--- config.mk ---
export PLATFORM = sky130hd
export DESIGN_NAME = clock_monitor
export DESIGN_NICKNAME = d
export VERILOG_FILES = /design/src/rtl/clock_monitor.sv
export SDC_FILE = /design/constraint.sdc
export NUM_CORES = 1
export LEC_CHECK = 0
export CELL_PAD_IN_SITES_DETAIL_PLACEMENT = 1
export CELL_PAD_IN_SITES_GLOBAL_PLACEMENT = 1
export CORE_MARGIN = 1.5
export CORE_UTILIZATION = 45
export DETAILED_ROUTE_END_ITERATION = 12
export DONT_BUFFER_PORTS = 1
export GPL_TIMING_DRIVEN = 0
export PLACE_DENSITY_LB_ADDON = 0.3
export SLEW_MARGIN = 15
export SYNTH_ARGS = -nofsm -noshare
export SYNTH_HDL_FRONTEND = slang
export SYNTH_SLANG_ARGS = --single-unit
--- constraint.sdc ---
create_clock -name clk100M -period 1.79 [get_ports clk100M]
set_input_delay 0.2685 -clock clk100M [delete_from_list [all_inputs] [get_ports clk100M]]
set_output_delay 0.2685 -clock clk100M [all_outputs]
set_load 0.03 [all_outputs]
--- src/rtl/clock_monitor.sv ---
// Frequency monitor: counts sig_in rising edges over a GATE_CYCLES window of clk100M.
// Optional loss-of-signal detection is built when CLOCK_MONITOR_LOSS_DETECT_EN is defined.
module clock_monitor #(
  parameter int GATE_CYCLES = 1000,
  parameter int CNT_W       = 16,
  parameter int LO_LIMIT    = 90,
  parameter int HI_LIMIT    = 110,
  parameter int LOSS_CYCLES = 64
) (
  input  logic             clk100M,
  input  logic             rstn,
  input  logic             sig_in,
  input  logic             enable,
  output logic [CNT_W-1:0] edge_count,
  output logic             count_valid,
  output logic             in_range,
  output logic             overflow,
  output logic             sig_lost
);

  localparam int                GATE_W    = $clog2(GATE_CYCLES);
  localparam logic [GATE_W-1:0] GATE_LAST = GATE_W'(GATE_CYCLES - 1);
  localparam logic [CNT_W-1:0]  CNT_MAX   = '1;

  typedef enum logic [1:0] {
    IDLE,
    GATE,
    REPORT
  } state_t;

  state_t            state_q, state_d;
  logic [GATE_W-1:0] gate_cnt;
  logic [CNT_W-1:0]  edge_cnt;
  logic              sync_meta, sync_q, sync_qq;
  logic              edge_det;
  logic              saturated;
  logic              cnt_in_limits;
  logic [63:0]       cnt_ext;

  // NOTE: sequential state always uses non-blocking assignments so every flop
  // samples the pre-edge value of its neighbours, which is what makes this a shift chain.
  always_ff @(posedge clk100M or negedge rstn) begin
    if (!rstn) begin
      sync_meta <= 1'b0;
      sync_q    <= 1'b0;
      sync_qq   <= 1'b0;
    end else begin
      sync_meta <= sig_in;
      sync_q    <= sync_meta;
      sync_qq   <= sync_q;
    end
  end

  assign edge_det = sync_q & ~sync_qq;

  always_ff @(posedge clk100M or negedge rstn) begin
    if (!rstn) state_q <= IDLE;
    else       state_q <= state_d;
  end

  // NOTE: state_d gets its default before the case so no path leaves it unassigned,
  // which would otherwise infer a latch.
  always_comb begin
    state_d = state_q;
    case (state_q)
      IDLE:    if (enable) state_d = GATE;
      GATE: begin
        if (!enable)                    state_d = IDLE;
        else if (gate_cnt == GATE_LAST) state_d = REPORT;
      end
      REPORT:  state_d = enable ? GATE : IDLE;
      default: state_d = IDLE;
    endcase
  end

  // A window that hit the ceiling is never in range, whatever the limits say.
  assign cnt_ext       = 64'(edge_cnt);
  assign saturated     = (edge_cnt == CNT_MAX);
  assign cnt_in_limits = (cnt_ext >= 64'(LO_LIMIT)) && (cnt_ext <= 64'(HI_LIMIT));

  always_ff @(posedge clk100M or negedge rstn) begin
    if (!rstn) begin
      gate_cnt    <= '0;
      edge_cnt    <= '0;
      edge_count  <= '0;
      count_valid <= 1'b0;
      in_range    <= 1'b0;
      overflow    <= 1'b0;
    end else begin
      count_valid <= 1'b0;
      case (state_q)
        IDLE: begin
          gate_cnt <= '0;
          edge_cnt <= '0;
        end
        GATE: begin
          gate_cnt <= gate_cnt + 1'b1;
          if (edge_det && !saturated) edge_cnt <= edge_cnt + 1'b1;
        end
        REPORT: begin
          edge_count  <= edge_cnt;
          overflow    <= saturated;
          in_range    <= !saturated && cnt_in_limits;
          count_valid <= 1'b1;
          gate_cnt    <= '0;
          // An edge landing in the report cycle opens the next window's count.
          edge_cnt    <= edge_det ? CNT_W'(1) : '0;
        end
        default: begin
          gate_cnt <= '0;
          edge_cnt <= '0;
        end
      endcase
    end
  end

`ifdef CLOCK_MONITOR_LOSS_DETECT_EN
  localparam int                LOSS_W    = $clog2(LOSS_CYCLES + 1);
  localparam logic [LOSS_W-1:0] LOSS_LAST = LOSS_W'(LOSS_CYCLES - 1);
  localparam logic [LOSS_W-1:0] LOSS_FULL = LOSS_W'(LOSS_CYCLES);

  logic [LOSS_W-1:0] silence;

  // The silence counter parks at LOSS_CYCLES so sig_lost stays set until an edge returns.
  always_ff @(posedge clk100M or negedge rstn) begin
    if (!rstn) begin
      silence  <= '0;
      sig_lost <= 1'b0;
    end else if (!enable || edge_det) begin
      silence  <= '0;
      sig_lost <= 1'b0;
    end else if (silence != LOSS_FULL) begin
      silence <= silence + 1'b1;
      if (silence == LOSS_LAST) sig_lost <= 1'b1;
    end
  end
`else
  assign sig_lost = 1'b0;
`endif

endmodule

Word-level counts from Yosys, hierarchy flattened --
Index checks and enable logic that the tools add are counted.
Storage, ports and cells: register bits after elaboration 50, output and inout bits 20, word-level logic and storage cells 39
Cells by class: add/sub/neg operators 2, magnitude comparators 2, equal/unequal tests 7, muxes and demuxes 10, bitwise logic cells 2, reductions and logical operators 6
Operator list (number):
- $pmux W16 S2 | 1
- $add A16 B1 Y16 const B | 1
- $eq A16 B16 Y1 const B | 1
- $ge A16 B7 Y1 const B | 1
- $le A16 B7 Y1 const B | 1
- $mux W16 | 1
- $add A10 B1 Y10 const B | 1
- $eq A10 B10 Y1 const B | 1
- $mux W10 | 1
- $mux W2 | 3
- $pmux W2 S3 | 1
- $ne A2 B2 Y1 const B | 2
- $logic_and A1 B1 Y1 | 3
- $mux W1 | 3
- $ne A3 B3 Y1 const B | 1
- $eq A2 B1 Y1 const B | 1
- $eq A2 B2 Y1 const B | 1
- $logic_not A2 Y1 | 1
- $reduce_and A2 Y1 | 1
- $and A1 B1 Y1 | 1
- $logic_not A1 Y1 | 1
- $not A1 Y1 | 1

Depth between registers and ports, before layout --
depth in word-level cells 5, gate-level depth with buffers 8, depth with buffers taken out 7

Least setup slack after synthesis --
Ideal clock, no wire load.
path type reg-to-reg, start point register edge_cnt[0], end point register edge_cnt[3], library setup time 83 ps, data arrival time 1652 ps, data required time 1707 ps, setup slack 55 ps, stages on the path, launching flop included 8, path buffers 1, clock period less this slack 1735 ps, cells stage by stage dfrtp_1 ha_1 and3_1 nand2b_2 buf_6 o211ai_2 or4b_1 o21ai_0
Between the ends: longest elaborated chain between the ends 4, elaborated cells between the ends (all ways) 7, those cells by class add/sub (1); eq/ne (2); mux (2); reduce/logical (2)
Ends and longest elaborated chain:
- from (decl) | RTL line 33 | logic [CNT_W-1:0] edge_cnt;
- from (signal assigned) | RTL line 98 | if (edge_det && !saturated) edge_cnt <= edge_cnt + 1'b1;
- from (signal assigned) | RTL line 107 | edge_cnt <= edge_det ? CNT_W'(1) : '0;
- branches (longest 4 deep; another with $add A16 B1 Y16)
Parallel ways; which one is timed is not known. The select of a mux whose other input is x is not followed. A chain may end at the register's enable or synchronous reset.

Worst setup path in the final report --
start point register state_q[0], end point register edge_cnt[3]
Between the ends: longest elaborated chain between the ends 2, elaborated cells between the ends (all ways) 4, those cells by class eq/ne (3); mux (1)
Ends and longest elaborated chain:
- from (decl) | RTL line 31 | state_t state_q, state_d;
- from (signal assigned) | RTL line 58 | else state_q <= state_d;
- $eq A2 B2 Y1 / $eq A2 B1 Y1 (equally long branches) | RTL line 91 | case (state_q)
- $pmux W16 S2 / $ne A2 B2 Y1 (equally long branches)
Several ways; a longest one is shown, not always the timed one.

==> out/qor.csv <==
metric;value;unit
Fin. Hold Viols;0;
leading area contributor after synthesis;dfrtp_1;
post-synthesis adder-cell area fraction;3.51;%
GRT overflow;0;
sw frac;35.5;%
Post-synth ARST share;100;%
Vias/cell;5.88;
syn_nets;241;
Die Width;77.5;µm
post-route setup slack;-0.0659;ns
Post-synth EDFFs;0;
WP depth;6;
Core Area;5240;µm²
post-route ant nets;0;
register area;1260;µm²
Syn Area/Cell;10.9;µm²
DR iter-0 viols;114;
max-cap violations;0;
H-tree depth;2;
GR Util All Layers;21.8;%
status;finished with violations;
io pins;24;
nets;268;
CTS sink count;50;
# diodes;0;
DP Worst Slack;-0.261;ns
clk_lat worst skew;0.30;ns
Core Rows;26;
sequential-to-total area share from yosys stat;50.1;%
Clk network pwr share;24.7;%
part of the power in registers;39.6;%
die extent in y;77.5;µm
vias in the first global route;1978;
Synth top area share;50.1;%
Register-to-Register Path Depth;6;
initial antenna violation count;0;
multi-input logic area;1300;µm²
failing checks;negative setup slack;
CTS tree;yes;
worst hold path class;input port to flop;
Critical Path, Cell by Cell;inv_1, ha_1, buf_6, o211ai_2, or4b_1, o21ai_0;
Yosys reg bits;50;
Largest stage delay, worst path;0.50;ns
Synth Area in XOR/XNOR;2.10;%
first-pass GRT wire length;10200;µm
Critical Path Start Type;flop;
Leak Pwr;0.00137;µW
mux share of post-synthesis cell area;8.96;%
Synth Area in Simple Gates;18.1;%
share of cells above drive strength 1;38.9;%
CP Capture Type;flop;
clock skew;0.00321;ns
largest family of logic cells by synthesized area;simple AND/OR/NAND/NOR gates;
Buf/Inv on CP;2;
Syn-to-layout area delta;22.7;%
fin crit period;1.86;ns
Netlist cell types;54;
pin count of the biggest net entering global routing;51;
clock root cell;clkbuf_8;
Synth Flop Type;dfrtp_1;
Combinational Power Share;35.7;%
PwrDens;1080;nW/µm²
Layout Cells excl Fill;327;
first-pass iteration count of the detailed router;4;
final period utilization;104;%
Fmax;0.539;GHz
Synth Warn #;0;
critical path's top delay family;simple AND/OR/NAND/NOR gates;
Vias;1924;
placed cell count;300;
Max rail drop VDD;0.994;mV
synthesized area;2500;µm²
port buffer count;0;
total CTS buffers;5;
RSZ-0062 raised after global routing;true;
Post-DP HPWL;3770;µm
setup TNS;-0.166;ns
cell count after synthesis;230;
# DRC;0;
top-count cell post-synth;dfrtp_1;
Max FO, Critical Path;8;
Critical Path RT;2.00;ns
clk slew on worst S/H paths;0.08;ns
endpoints failing setup;7;
Max Slew Vio Count;0;
CP max-delay cell;or4b_1;
Switch Pwr;1170;µW
post-route cell area;3070;µm²
Hold Crit Depth;3;
Placer Congestion;0.839;
Die ar.;6010;µm²
cells taking the most area after synthesis;dfrtp_1, mux2_2, ha_1, o21ai_0, nand3_1;
WP data arrival;2.07;ns
post-synthesis compound-gate area fraction;12.5;%
internal power;2130;µW
layout filler cell count;560;
Area after DPL;2590;µm²
final WL;6640;µm
Avg WL per Cell;20.3;µm
initial core utilization;47.7;%
top cells by count, synth;dfrtp_1, mux2_2, o21ai_0;
CP Class;flop to flop;
Longest Clk Path Bufs;2;
==> sequential cells by signal, summed over array words and instances (netlist names), 2 cells and up <==
signal / flops
edge_count: 16
state_q: 2
edge_cnt: 16
gate_cnt: 10
==> metrics by stage <==
step / power, µW / hold WS (ns) / utilization [%]
after CTS: 2990 / 0.264 / 54.8
after floorplan: 1820 / -0.0271 / -
final: 3310 / 0.309 / 58.6
after global placement: 2000 / -0.0259 / 49.4
after detailed placement: 2030 / -0.0263 / 49.4
after global routing: 3470 / 0.341 / 58.6
==> kinds of logic after synthesis <==
kind of cell               after synthesis
muxes                                   20
AOI/OAI and AO/OA                       47
DFF                                     50
xor gates and xnor gates                 6
and+or+nand+nor                         77
adders and majority gates                7
other                                    1
buffers and inverters                   22
==> final cells by class <==
cell class | instances | share of cell area, %
sequential | 50 | 41.2
clock buffer | 6 | 2.69
clock inverter | 1 | 0.979
inverter | 9 | 1.10
buffer | 13 | 3.22
multi-input combinational | 158 | 42.4
tap | 70 | 2.86
timing repair buffer | 20 | 5.63
==> power groups by stage <==
stage	combinational, µW	sequential [µW]	clock, µW
2_1_floorplan	513	1300	0
3_3_place_gp	680	1320	0
3_5_place_dp	699	1330	0
4_1_cts	873	1290	824
5_1_grt	1280	1320	872
6_report	1180	1310	817
==> final timing paths <==
path,start,end,slack (ns)
worst min register to register,sync_meta,sync_q,0.36
worst max-delay path,state_q[0],edge_cnt[3],-0.07
worst min-delay path,enable,state_q[0],0.31
min in group asynchronous,rstn,gate_cnt[0],0.47
worst max register to register,state_q[0],edge_cnt[3],-0.07
max in group asynchronous,rstn,edge_cnt[14],1.09
==> cells in the final DEF, fill, tap and decap left out, drive strengths merged, types with 3 or more instances in the layout <==
cell type,instances
and3,5
mux2,19
inv,9
o21ai,16
a21oi,9
nand4,8
buf,25
nand2,13
nor2,11
a31oi,5
ha,7
clkbuf,12
o31ai,4
nor3,3
and2,8
xnor2,4
dfrtp,50
nand3,11
==> tightest hold or removal path, delay by kind of cell <==
family | cells | cell delay [ns]
AND/OR/NAND/NOR | 1 | 0.10
multiplexers | 1 | 0.15
AO/OA/AOI/OAI | 1 | 0.07
==> repair_timing <==
item / CTS / global route
endpoints found under the hold margin: 51 / 0
setup endpoints to repair: 18 / 36
gates resized for setup: 16 / 44
hold buffers: 3 / 0
setup buffers: 8 / 9
pin swaps: 1 / 4
==> metal layers <==
layer	share of wire, %	global-route usage (%)	up-vias
li1	-	-	875
met1	44	30.1	995
met2	50	35.1	44
met3	4.6	3.65	10
met4	1.5	6.91	0
met5	0	0	-
Power figures use the tool's default switching activity.
